===== config.mk =====
export PLATFORM = sky130hd
export DESIGN_NAME = move_director_flat
export DESIGN_NICKNAME = d
export VERILOG_FILES = /design/src/rtl/move_director_if.sv /design/src/rtl/move_director.sv /design/src/flat_wrapper.sv
export SDC_FILE = /design/constraint.sdc
export NUM_CORES = 1
export LEC_CHECK = 0
export ABC_AREA = 1
export CAP_MARGIN = 20
export CELL_PAD_IN_SITES_DETAIL_PLACEMENT = 2
export CELL_PAD_IN_SITES_GLOBAL_PLACEMENT = 2
export CORE_MARGIN = 3
export CORE_UTILIZATION = 29
export DETAILED_ROUTE_END_ITERATION = 8
export PLACE_DENSITY = 0.84
export SETUP_SLACK_MARGIN = 0.1
export SLEW_MARGIN = 15
export SYNTH_ARGS = -nofsm -noshare
export SYNTH_HDL_FRONTEND = slang
export SYNTH_SLANG_ARGS = --single-unit

===== constraint.sdc =====
create_clock -name Clk -period 4.63 [get_ports Clk]
set_clock_uncertainty 0.05 [all_clocks]
set_input_delay 0.463 -clock Clk [delete_from_list [all_inputs] [get_ports Clk]]
set_output_delay 0.463 -clock Clk [all_outputs]
set_load 0.1 [all_outputs]

===== src/rtl/move_director_if.sv =====
// Director-side signal bundle: keyboard input, sprite position, maze ROM port and direction command.
// The director takes the master view; the keyboard, mover and ROM side take the slave view.
interface move_director_if;
    logic [7:0] keycode;
    logic       key_valid;
    logic [9:0] pos_x;
    logic [9:0] pos_y;
    logic [5:0] tile_col;
    logic [4:0] tile_row;
    logic       tile_rd;
    logic       tile_wall;
    logic [2:0] direction;

    modport master (
        input  keycode, key_valid, pos_x, pos_y, tile_wall,
        output tile_col, tile_row, tile_rd, direction
    );

    modport slave (
        output keycode, key_valid, pos_x, pos_y, tile_wall,
        input  tile_col, tile_row, tile_rd, direction
    );
endinterface


===== src/rtl/move_director.sv =====
// Buffers the last arrow key and commits it to the {move, dir} command only when the maze allows it;
// the decision lands 4 + 2*ROM_LAT cycles after tick detection at worst, and there is no backpressure.
module move_director #(
    parameter int TILE_LOG2 = 4,
    parameter int MAZE_COLS = 40,
    parameter int MAZE_ROWS = 30,
    parameter int ROM_LAT   = 1
) (
    input  logic Clk,
    input  logic Reset,
    input  logic Restart,
    input  logic frame_clk,
    move_director_if.master bus
);
    localparam int COL_W  = 10 - TILE_LOG2;
    localparam int ROW_W  = 10 - TILE_LOG2;
    localparam int WAIT_W = (ROM_LAT > 0) ? $clog2(ROM_LAT + 1) : 1;

    typedef enum logic [2:0] {IDLE, Q_PEND, W_PEND, Q_CUR, W_CUR} state_t;

    state_t             r_state;
    logic [WAIT_W-1:0]  r_wait;
    logic               r_frame_clk_d;
    logic               r_tick;
    logic               r_move;
    logic [1:0]         r_dir;
    logic               r_pend_v;
    logic [1:0]         r_pend_d;
    logic               r_new_key;
    logic [COL_W-1:0]   r_snap_col;
    logic [ROW_W-1:0]   r_snap_row;
    logic [1:0]         r_snap_d;
    logic [5:0]         r_tile_col;
    logic [4:0]         r_tile_row;
    logic               r_tile_rd;

    logic               w_key_hit;
    logic [1:0]         w_key_dir;
    logic               w_aligned;

    always_comb begin
        w_key_hit = bus.key_valid;
        w_key_dir = 2'd0;
        case (bus.keycode)
            8'h1D:   w_key_dir = 2'd0;
            8'h23:   w_key_dir = 2'd1;
            8'h1B:   w_key_dir = 2'd2;
            8'h1C:   w_key_dir = 2'd3;
            default: w_key_hit = 1'b0;
        endcase
    end

    assign w_aligned = (bus.pos_x[TILE_LOG2-1:0] == '0) && (bus.pos_y[TILE_LOG2-1:0] == '0);

    // Neighbour tile with toroidal wrap; >= keeps an out-of-range column from running off the maze.
    function automatic logic [5:0] f_nb_col(input logic [COL_W-1:0] c, input logic [1:0] d);
        logic [5:0] n;
        n = 6'(c);
        if (d == 2'd1)
            n = (c >= COL_W'(MAZE_COLS - 1)) ? 6'd0 : 6'(c + COL_W'(1));
        else if (d == 2'd3)
            n = (c == '0) ? 6'(MAZE_COLS - 1) : 6'(c - COL_W'(1));
        return n;
    endfunction

    function automatic logic [4:0] f_nb_row(input logic [ROW_W-1:0] r, input logic [1:0] d);
        logic [4:0] n;
        n = 5'(r);
        if (d == 2'd2)
            n = (r >= ROW_W'(MAZE_ROWS - 1)) ? 5'd0 : 5'(r + ROW_W'(1));
        else if (d == 2'd0)
            n = (r == '0) ? 5'(MAZE_ROWS - 1) : 5'(r - ROW_W'(1));
        return n;
    endfunction

    always_ff @(posedge Clk) begin
        r_frame_clk_d <= frame_clk;
        if (Reset || Restart) begin
            r_state    <= IDLE;
            r_wait     <= '0;
            r_tick     <= 1'b0;
            r_move     <= 1'b0;
            r_dir      <= 2'd0;
            r_pend_v   <= 1'b0;
            r_pend_d   <= 2'd0;
            r_new_key  <= 1'b0;
            r_snap_col <= '0;
            r_snap_row <= '0;
            r_snap_d   <= 2'd0;
            r_tile_col <= 6'd0;
            r_tile_row <= 5'd0;
            r_tile_rd  <= 1'b0;
        end else begin
            r_tick    <= frame_clk & ~r_frame_clk_d;
            r_tile_rd <= 1'b0;
            r_new_key <= r_new_key | w_key_hit;

            case (r_state)
                IDLE: begin
                    if (r_tick) begin
                        if (!w_aligned) begin
                            // Mid-tile only a straight reversal is safe: the tile behind is known open.
                            if (r_pend_v && r_move && (r_pend_d == (r_dir ^ 2'b10))) begin
                                r_dir    <= r_pend_d;
                                r_pend_v <= 1'b0;
                            end
                        end else begin
                            r_snap_col <= bus.pos_x[9:TILE_LOG2];
                            r_snap_row <= bus.pos_y[9:TILE_LOG2];
                            r_snap_d   <= r_pend_d;
                            r_new_key  <= w_key_hit;
                            if (r_pend_v)
                                r_state <= Q_PEND;
                            else if (r_move)
                                r_state <= Q_CUR;
                        end
                    end
                end
                Q_PEND: begin
                    r_tile_col <= f_nb_col(r_snap_col, r_snap_d);
                    r_tile_row <= f_nb_row(r_snap_row, r_snap_d);
                    r_tile_rd  <= 1'b1;
                    r_wait     <= WAIT_W'(ROM_LAT);
                    r_state    <= W_PEND;
                end
                W_PEND: begin
                    if (r_wait != '0) begin
                        r_wait <= r_wait - WAIT_W'(1);
                    end else if (!bus.tile_wall) begin
                        r_move   <= 1'b1;
                        r_dir    <= r_snap_d;
                        r_pend_v <= r_new_key;
                        r_state  <= IDLE;
                    end else begin
                        r_state <= r_move ? Q_CUR : IDLE;
                    end
                end
                Q_CUR: begin
                    r_tile_col <= f_nb_col(r_snap_col, r_dir);
                    r_tile_row <= f_nb_row(r_snap_row, r_dir);
                    r_tile_rd  <= 1'b1;
                    r_wait     <= WAIT_W'(ROM_LAT);
                    r_state    <= W_CUR;
                end
                W_CUR: begin
                    if (r_wait != '0) begin
                        r_wait <= r_wait - WAIT_W'(1);
                    end else begin
                        if (bus.tile_wall)
                            r_move <= 1'b0;
                        r_state <= IDLE;
                    end
                end
                default: r_state <= IDLE;
            endcase

            // A fresh key always overrides any clearing of the pending turn above.
            if (w_key_hit) begin
                r_pend_v <= 1'b1;
                r_pend_d <= w_key_dir;
            end
        end
    end

    assign bus.tile_col  = r_tile_col;
    assign bus.tile_row  = r_tile_row;
    assign bus.tile_rd   = r_tile_rd;
    assign bus.direction = {r_move, r_dir};
endmodule

===== src/flat_wrapper.sv =====
// flat-port wrapper written by rule: the top's interface ports become plain ports
module move_director_flat 
#(
    parameter int TILE_LOG2 = 4,
    parameter int MAZE_COLS = 40,
    parameter int MAZE_ROWS = 30,
    parameter int ROM_LAT   = 1
)
  (Clk, Reset, Restart, frame_clk, bus_keycode, bus_key_valid, bus_pos_x, bus_pos_y, bus_tile_wall, bus_tile_col, bus_tile_row, bus_tile_rd, bus_direction);
  move_director_if bus_i ();
  input  logic Clk;
  input  logic Reset;
  input  logic Restart;
  input  logic frame_clk;
  input wire logic [$bits(bus_i.keycode)-1:0] bus_keycode;
  input wire logic [$bits(bus_i.key_valid)-1:0] bus_key_valid;
  input wire logic [$bits(bus_i.pos_x)-1:0] bus_pos_x;
  input wire logic [$bits(bus_i.pos_y)-1:0] bus_pos_y;
  input wire logic [$bits(bus_i.tile_wall)-1:0] bus_tile_wall;
  output wire logic [$bits(bus_i.tile_col)-1:0] bus_tile_col;
  output wire logic [$bits(bus_i.tile_row)-1:0] bus_tile_row;
  output wire logic [$bits(bus_i.tile_rd)-1:0] bus_tile_rd;
  output wire logic [$bits(bus_i.direction)-1:0] bus_direction;
  assign bus_i.keycode = bus_keycode;
  assign bus_i.key_valid = bus_key_valid;
  assign bus_i.pos_x = bus_pos_x;
  assign bus_i.pos_y = bus_pos_y;
  assign bus_i.tile_wall = bus_tile_wall;
  assign bus_tile_col = bus_i.tile_col;
  assign bus_tile_row = bus_i.tile_row;
  assign bus_tile_rd = bus_i.tile_rd;
  assign bus_direction = bus_i.direction;
  move_director #(.TILE_LOG2(TILE_LOG2), .MAZE_COLS(MAZE_COLS), .MAZE_ROWS(MAZE_ROWS), .ROM_LAT(ROM_LAT)) u_core (.Clk(Clk), .Reset(Reset), .Restart(Restart), .frame_clk(frame_clk), .bus(bus_i));
endmodule

==> results.toml, run 1 <==
[outcome]
outcome = "finished clean"

[timing]
timing.hold.ws_ns = 0.336
finalCriticalPeriod_ns = 2.72
hold_violations = 0
max_slew_margin_pct = 35.1
rsz0062_at_grt = "no"
period_share_pct = 58.8
setup_tns_ns = 0
finalSetupViolCount = 0
drv_slew = 0
tightest_slew_ns = 0.971
fmax_ghz = 0.367

[drt]
wl_um = 9450
drt_iter0_markers = 68
drc = 0
antenna_left = 0
dr.pass1.iters = 4
avgViaCountPerCell = 5.25
wl_per_cell_um = 16.4
vias = 3030

[worst_setup_path]
r2r_cells = 7
critPathMaxStageDelay_ns = 1.24
cp_num_buf_inv = 1
critPathTopFamily = "buffers and inverters"
rr_endpoint = "u_core.r_dir[1]"
ff2ff_setup_slack_ns = 2.53
crit_path_start = "u_core.r_dir[0]"
crit_type = "reg2out"
cp_max_fo = 13
cp-endpoint = "bus_direction[0]"
crit_path_cell_trace = "clkdlybuf4s50_1"
arrival_ns = 2.21
cp.depth = 1
crit_path_end_kind = "primary output"
start_kind = "flop"
r2r-start = "u_core.r_dir[0]"
critPathSlowestCell = "clkdlybuf4s50_1"
worstPathRequired_ns = 4.12

[global_route]
use_met3_pct = 3.11
track_usage_pct = 19.4
gr-usage-met1_pct = 20.8
gr-usage-met2_pct = 38.7
grt_pass1_vias = 3338
grt-ovfl-total = 0
grt_start_max_net_pins = 30
grt_busiest_layer = "met2"
antenna_found_initial = 0
grt_pass1_wl_um = 15700

[clock_network]
cts_num_sinks = 39
cts_inserted_buffers = 5
cts_setup_buffers = 0
cts_hold_buf = 0
htreeDepth = 2
post_cts_resized = 0
clkLatencyLatePin_ns = 0.30
cts-root-buf = "clkbuf_8"
clk_pin_slew_ns = 0.08
cts_tree = "done"
cts_buffer_depth = 2

[pwr]
total_power_uw = 726
power.density_nw_per_um2 = 221
vdd_drop_max_uv = 99.0
p_leak_uw = 0.00140

[floorplanning]
die_w_um = 100
rows = 33
coreArea_um2 = 8420
start_util_pct = 30.7
io_pins = 49
die_h_um = 100
fp.dieArea_um2 = 10100

[finish]
nets = 511
drive_above_1_share_pct = 5.93
layout_common_cells = "124 x nand2_1, 56 x nand3_1, 48 x clkdlybuf4s50_1, 45 x inv_1, 39 x dfxtp_1"
antenna_cells = 0
fillers = 1036
synthToLayoutAreaGrowth_pct = 27.0
finalInstanceArea_um2 = 3290
final_common_cell = "nand2_1"

[synth]
syn_area_um2 = 2590
ys_ff_latch = 39
syn_inst = 427
yosysSeqAreaShare_pct = 30.2
syn_nets = 467
avgSynthCellArea_um2 = 6.06
yosysWarnings = 0
yosys.cell_types.count = 27

[placed_design]
post-dp-hpwl_um = 7290
routabilityCongestion = 0.824
portBuffers = 48
placed_cell_area_um2 = 3140

[run]
maxCapViolCount = 0

[hold_path]
hold_class = "reg2reg"
layout make-up:
cell class | instances | area [um^2] | share of cell area, %
multi-input combinational | 323 | 1540 | 46.9
sequential | 39 | 781 | 23.8
timing repair buffer | 52 | 513 | 15.6
inverter | 50 | 188 | 5.71
tap | 105 | 131 | 4.00
clock buffer | 6 | 72.6 | 2.21
clock inverter | 2 | 60.1 | 1.83
cells in the mapped netlist (all sizes together):
library cell	number	share of area, %
inv	50	7.3
xor2	3	1.0
nand4	14	3.4
o21a	1	0.29
or2	2	0.48
nand2	127	19
nand3	57	11
xnor2	1	0.34
ha	6	2.9
o21ai	28	5.4
buf	10	2.4
clkbuf	5	0.73
nor2	43	7.0
dfxtp	39	30
a21oi	30	5.8
nor3b	1	0.48
o211ai	2	0.58
o221ai	2	0.68
nor3	6	1.2
state kept, by name, summed over array words and instances (netlist names), 2 cells and up:
signal and count:
u_core.bus.tile_col 6, u_core.r_snap_col 6, u_core.r_snap_row 6, u_core.bus.tile_row 5, u_core.r_state 3, u_core.r_dir 2, u_core.r_pend_d 2, u_core.r_snap_d 2
report_power, final:
group	switching [uW]	total, uW	internal, uW
Sequential	0.338	336	336
Clock	130	346	216
Combinational	15.9	44.2	28.3
Total	146	726	580
logic make-up (layout without fill, tap and decap cells):
kind of cell	after synthesis	after routing	synth area share [%]
AOI/OAI and AO/OA	63	63	12.8
xor gates and xnor gates	4	4	1.35
adders and majority gates	6	6	2.90
buffers and inverters	65	110	10.3
DFF	39	39	30.2
and+or+nand+nor	250	250	42.5
how the worst min path moves through the flow:
stage | startpoint | endpoint | slack (ns) | cells after the start
2_1_floorplan | u_core.r_frame_clk_d | u_core.r_tick | 0.32 | 1
3_3_place_gp | u_core.r_frame_clk_d | u_core.r_tick | 0.32 | 1
3_5_place_dp | u_core.r_frame_clk_d | u_core.r_tick | 0.33 | 1
4_1_cts | u_core.r_frame_clk_d | u_core.r_tick | 0.34 | 1
5_1_grt | u_core.r_frame_clk_d | u_core.r_tick | 0.35 | 1
6_report | u_core.r_frame_clk_d | u_core.r_tick | 0.34 | 1
routing by layer:
layer | part of all wire, % | vias up
met5 | 0 | -
li1 | - | 1474
met3 | 2.9 | 17
met1 | 40 | 1486
met2 | 55 | 53
met4 | 1.7 | 0
per-stage QoR:
step	worst slack (ns)	util [%]	std cells
2_1_floorplan	2.52	-	427
3_3_place_gp	2.02	37.2	566
3_5_place_dp	1.86	37.3	568
4_1_cts	1.91	38.8	576
5_1_grt	1.83	39.0	577
6_report	1.91	39.0	577
Power figures use the tool's default switching activity.
==> run 2, diff against run 1 <==
--- a/config.mk
+++ b/config.mk
@@ -10,9 +10,9 @@
 export CELL_PAD_IN_SITES_DETAIL_PLACEMENT = 2
 export CELL_PAD_IN_SITES_GLOBAL_PLACEMENT = 2
 export CORE_MARGIN = 3
-export CORE_UTILIZATION = 29
+export CORE_UTILIZATION = 27
 export DETAILED_ROUTE_END_ITERATION = 8
-export PLACE_DENSITY = 0.84
+export PLACE_DENSITY = 0.79
 export SETUP_SLACK_MARGIN = 0.1
 export SLEW_MARGIN = 15
 export SYNTH_ARGS = -nofsm -noshare
==> constraint.sdc (replaced) <==
create_clock -name Clk -period 2.75 [get_ports Clk]
set_clock_uncertainty 0.05 [all_clocks]
set_input_delay 0.275 -clock Clk [delete_from_list [all_inputs] [get_ports Clk]]
set_output_delay 0.275 -clock Clk [all_outputs]
set_load 0.1 [all_outputs]
==> run 2 against run 1 <==
- critical path depth rose by 10
- first-iteration DRC count fell by 12%
- global-route usage fell by 1.5 points
- combinational power rose by 68%
- sequential share of layout area rose by 0.31 points
- count of clock-buffer cells in the layout did not move
- setup slack got worse by 1.0 ns
- design area fell by 1.3%
- routed wire length fell by 1.8%
- via count barely moved
==> results.toml, run 2 (synthesis results as in run 1) <==
[clock_network]
cts_inserted_buffers = 5
clk_pin_slew_ns = 0.09
htreeDepth = 2
cts-root-buf = "clkbuf_8"
cts_num_sinks = 39
cts_setup_buffers = 0
cts_hold_buf = 0
post_cts_resized = 0
clkLatencyLatePin_ns = 0.30
cts_tree = "done"
cts_buffer_depth = 2

[finish]
synthToLayoutAreaGrowth_pct = 25.4
final_cells = 603
fillers = 1173
drive_above_1_share_pct = 9.49
layout_common_cells = "124 x nand2_1, 56 x nand3_1, 45 x inv_1, 39 x dfxtp_1, 38 x nor2_1"
final_common_cell = "nand2_1"
antenna_cells = 0
nets = 513
register_area_um2 = 781
finalInstanceArea_um2 = 3240
multi_input_area_um2 = 1540

[pwr]
comb_power_share_pct = 7.1
p_leak_uw = 0.00141
switching_share_pct = 24.4
total_power_uw = 1050
p_switching_uw = 255
vdd_drop_max_uv = 159
power.density_nw_per_um2 = 323
seqPwrFrac_pct = 54.1
p_int_uw = 791
clock_power_share_pct = 38.8

[floorplanning]
coreArea_um2 = 9280
die_h_um = 104
fp.dieArea_um2 = 10800
io_pins = 49
start_util_pct = 27.9
die_w_um = 104
rows = 35

[outcome]
outcome = "finished clean"

[timing]
fmax_ghz = 0.542
finalSetupViolCount = 0
tightest_slew_ns = 0.544
finalCriticalPeriod_ns = 1.85
drv_slew = 0
max_slew_margin_pct = 63.6
setup_tns_ns = 0
setup_slack_ns = 0.905
hold_violations = 0
period_share_pct = 67.1
rsz0062_at_grt = "no"

[drt]
avgViaCountPerCell = 5.03
drc = 0
wl_um = 9280
vias = 3031
drt_iter0_markers = 60
antenna_left = 0
wl_per_cell_um = 15.4
dr.pass1.iters = 4

[worst_setup_path]
arrival_ns = 2.00
worstPathRequired_ns = 2.90
crit_path_end_kind = "flop"
start_kind = "flop"
cp_max_fo = 11
crit_type = "reg2reg"

[global_route]
antenna_found_initial = 0
grt_pass1_wl_um = 16100
grt-ovfl-total = 0
track_usage_pct = 17.9
grt_start_max_net_pins = 33
grt_pass1_vias = 3401

[placed_design]
dp_worst_setup_slack_ns = 0.847
place_inst = 595
routabilityCongestion = 0.814
post-dp-hpwl_um = 7230
portBuffers = 48
placed_cell_area_um2 = 3160

[run]
maxCapViolCount = 0

[hold_path]
hold_class = "reg2reg"
run 2: changes by cell type in the layout (fill, tap and decap cells not counted), sizes merged:
cell	change
clkinvlp	+1
clkinv	+1
bufinv	-2
clkdlybuf4s50	-15
buf	+17
run 2: metrics by stage:
stage               hold WS (ns)  util (%)
global route               0.375      34.9
finish                     0.345      34.9
detailed placement         0.341      34.0
CTS                        0.354      34.9
floorplan                  0.253         -
global placement           0.326      34.0
run 2: worst paths after layout:
path	start	to	slack, ns	cells after the start
worst max-delay path	u_core.r_snap_col[0]	u_core.bus.tile_col[2]	0.90	11
worst min register to register	u_core.r_frame_clk_d	u_core.r_tick	0.35	1
worst max register to register	u_core.r_snap_col[0]	u_core.bus.tile_col[2]	0.90	11
worst min-delay path	u_core.r_frame_clk_d	u_core.r_tick	0.35	1
run 2: critical path, cell delays in order (launching register included):
cell and delay [ns]:
dfxtp_1 0.46, inv_2 0.15, ha_1 0.21, nor3b_2 0.15, nand2_1 0.18, nand3_1 0.15, nand2_1 0.09, nand3_1 0.07
nand2_1 0.07, nand3_1 0.07, nand2_1 0.06, inv_1 0.04
run 2: layer usage:
| layer | GRT usage [%] | wire [um] | share of wire [%] |
|---|---|---|---|
| met5 | 0 | 0 | 0 |
| met4 | 4.56 | 130 | 1.4 |
| met3 | 3.10 | 238 | 2.6 |
| met2 | 34.6 | 4930 | 53 |
| met1 | 19.9 | 3980 | 43 |
run 2: final cells by class:
class | instances | area share, %
Clock buffer | 6 | 2.24
Clock inverter | 2 | 0.386
Inverter | 50 | 5.78
Multi-Input combinational cell | 323 | 47.5
Sequential cell | 39 | 24.1
Tap cell | 129 | 4.97
Timing Repair Buffer | 54 | 15.0
run 2: power groups by stage:
stage / combinational, uW / sequential [uW] / clock [uW]
2_1_floorplan: 18.7 / 579 / 0
3_3_place_gp: 72.9 / 579 / 0
3_5_place_dp: 75.6 / 579 / 0
4_1_cts: 75.8 / 566 / 422
5_1_grt: 81.8 / 566 / 441
6_report: 74.4 / 566 / 406
==> run 3, diff against run 2 <==
--- a/config.mk
+++ b/config.mk
@@ -10,9 +10,9 @@
 export CELL_PAD_IN_SITES_DETAIL_PLACEMENT = 2
 export CELL_PAD_IN_SITES_GLOBAL_PLACEMENT = 2
 export CORE_MARGIN = 3
-export CORE_UTILIZATION = 27
+export CORE_UTILIZATION = 24
 export DETAILED_ROUTE_END_ITERATION = 8
-export PLACE_DENSITY = 0.79
+export PLACE_DENSITY = 0.74
 export SETUP_SLACK_MARGIN = 0.1
 export SLEW_MARGIN = 15
 export SYNTH_ARGS = -nofsm -noshare
==> constraint.sdc (replaced) <==
create_clock -name Clk -period 1.5 [get_ports Clk]
set_clock_uncertainty 0.05 [all_clocks]
set_input_delay 0.15 -clock Clk [delete_from_list [all_inputs] [get_ports Clk]]
set_output_delay 0.15 -clock Clk [all_outputs]
set_load 0.1 [all_outputs]
==> run 3 against run 2 <==
- the run now ends with setup timing left
- cell count rose by 10%
- utilization rose by 8.3 points
- critical path depth fell by 1
- largest cell class unchanged
- clock power rose by 110%
- global-route usage rose by 1.1 points
- first-iteration DRC count rose by 110%
- die area rose by 12%
- combinational power rose by 140%
- routed wire length rose by 35%
- critical path type unchanged
- worst hold slack got worse by 0.075 ns
- sequential share of layout area fell by 5.9 points
- highest routed layer unchanged
==> results.toml, run 3 (synthesis results as in run 1) <==
[outcome]
outcome = "finished with violations"
failed_checks = "setup timing"

[global_route]
grt_pass1_vias = 3531
grt-ovfl-total = 0
track_usage_pct = 18.9
grt_start_max_net_pins = 30
antenna_found_initial = 0
grt_pass1_wl_um = 17800

[timing]
setup_slack_ns = -0.0718
hold_violations = 0
rsz0062_at_grt = "yes"
timing.hold.ws_ns = 0.270
max_slew_margin_pct = 72.2
fmax_ghz = 0.636
finalCriticalPeriod_ns = 1.57
finalSetupViolCount = 10
drv_slew = 0
period_share_pct = 105
tightest_slew_ns = 0.416

[floorplanning]
fp.dieArea_um2 = 12100
io_pins = 49
start_util_pct = 24.8
die_h_um = 110
coreArea_um2 = 10400
rows = 37
die_w_um = 110

[placed_design]
dp_worst_setup_slack_ns = -0.232
portBuffers = 48
placed_cell_area_um2 = 3670
place_inst = 636
post-dp-hpwl_um = 8170
routabilityCongestion = 0.834

[clock_network]
clk_pin_slew_ns = 0.09
cts_hold_buf = 0
cts_tree = "done"
cts_inserted_buffers = 5
cts-root-buf = "clkbuf_8"
cts_buffer_depth = 2
clkLatencyLatePin_ns = 0.31
htreeDepth = 2
cts_num_sinks = 39

[drt]
vias = 3334
drc = 0
antenna_left = 0
wl_per_cell_um = 18.9
dr.pass1.iters = 4
drt_iter0_markers = 129
wl_um = 12500
avgViaCountPerCell = 5.03

[pwr]
p_switching_uw = 486
comb_power_share_pct = 8.6
switching_share_pct = 23.9
p_int_uw = 1550
clock_power_share_pct = 41.0
vdd_drop_max_uv = 273
p_leak_uw = 0.00193
seqPwrFrac_pct = 50.4
power.density_nw_per_um2 = 451

[finish]
fillers = 1182
drive_above_1_share_pct = 39.8
finalInstanceArea_um2 = 4510
nets = 566
final_cells = 663
synthToLayoutAreaGrowth_pct = 74.2
layout_common_cells = "103 x nand2_1, 49 x buf_4, 37 x inv_1, 34 x nand3_1, 33 x clkdlybuf4s50_1"
antenna_cells = 0
final_common_cell = "nand2_1"

[hold_path]
hold_path_end = "u_core.r_frame_clk_d"
hold_class = "in2reg"
min_from = "frame_clk"
min_path_cells = 1

[worst_setup_path]
r2r_cells = 10
worstPathRequired_ns = 1.70
crit_type = "reg2reg"
rr_endpoint = "u_core.bus.tile_row[4]"
cp_max_fo = 4
r2r-start = "u_core.r_snap_row[1]"
arrival_ns = 1.78
ff2ff_setup_slack_ns = -0.07
start_kind = "flop"
crit_path_end_kind = "flop"

[run]
maxCapViolCount = 0
[run 3: changes by cell type in the layout (fill, tap and decap cells not counted), sizes merged]
| cell | change |
|---|---|
| clkinv | -1 |
| clkinvlp | -1 |
| buf | +51 |
| clkbuf | +4 |
[run 3: layout make-up]
class                           instances  area, um^2  area share, %
Sequential cell                        39         818           18.2
Inverter                               50         215           4.78
Multi-Input combinational cell        323        2040           45.2
Clock buffer                            8         100           2.22
Tap cell                              136         170           3.78
Timing Repair Buffer                  107        1160           25.8
[run 3: timing repair]
item / 4_1_cts / 5_1_grt
setup endpoints to repair: 31 / 33
cloned: 0 / 2
gates resized for setup: 54 / 107
pin swaps: 14 / 31
setup buffers: 7 / 10
[run 3: routing by layer]
metal	vias up	GRT usage (%)	share of wire [%]
met3	17	2.52	2.8
met2	59	37.5	55
li1	1594	-	-
met1	1664	20.3	41
met4	0	5.97	1.7
met5	-	0	0
[run 3: per-stage QoR]
step | TNS [ns] | total power, uW | util (%)
2_1_floorplan | 0 | 1090 | -
3_3_place_gp | -2.11 | 1200 | 35.3
3_5_place_dp | -4.45 | 1210 | 35.3
4_1_cts | -0.278 | 2020 | 38.6
5_1_grt | -2.07 | 2110 | 43.3
6_report | -0.347 | 2030 | 43.3
[run 3: power groups by stage]
| stage | combinational, uW | clock (uW) | sequential [uW] |
|---|---|---|---|
| 3_5_place_dp | 151 | 0 | 1060 |
| 3_3_place_gp | 145 | 0 | 1060 |
| 4_1_cts | 152 | 838 | 1030 |
| 5_1_grt | 189 | 895 | 1030 |
| 6_report | 175 | 834 | 1030 |
| 2_1_floorplan | 34.3 | 0 | 1060 |
[run 3: worst max path at each step]
stage	from	end	slack, ns	depth (start not counted)
after global placement	bus_pos_y[1]	u_core.r_snap_col[1]	-0.12	8
after CTS	u_core.r_snap_row[1]	u_core.bus.tile_row[4]	-0.06	10
after global routing	u_core.r_snap_col[0]	u_core.bus.tile_col[4]	-0.18	11
after floorplan	u_core.r_dir[0]	u_core.r_pend_v	0.08	9
after detailed placement	bus_pos_y[3]	u_core.r_snap_col[4]	-0.23	8
final	u_core.r_snap_row[1]	u_core.bus.tile_row[4]	-0.07	10
[run 3: critical path, stage by stage (launching register included)]
cell	delay, ns
dfxtp_2	0.35
buf_6	0.13
ha_4	0.16
inv_2	0.07
nor2_2	0.05
xor2_1	0.16
nor2_2	0.16
nand2_1	0.09
nand2_1	0.10
nand2_2	0.08
a21oi_2	0.13
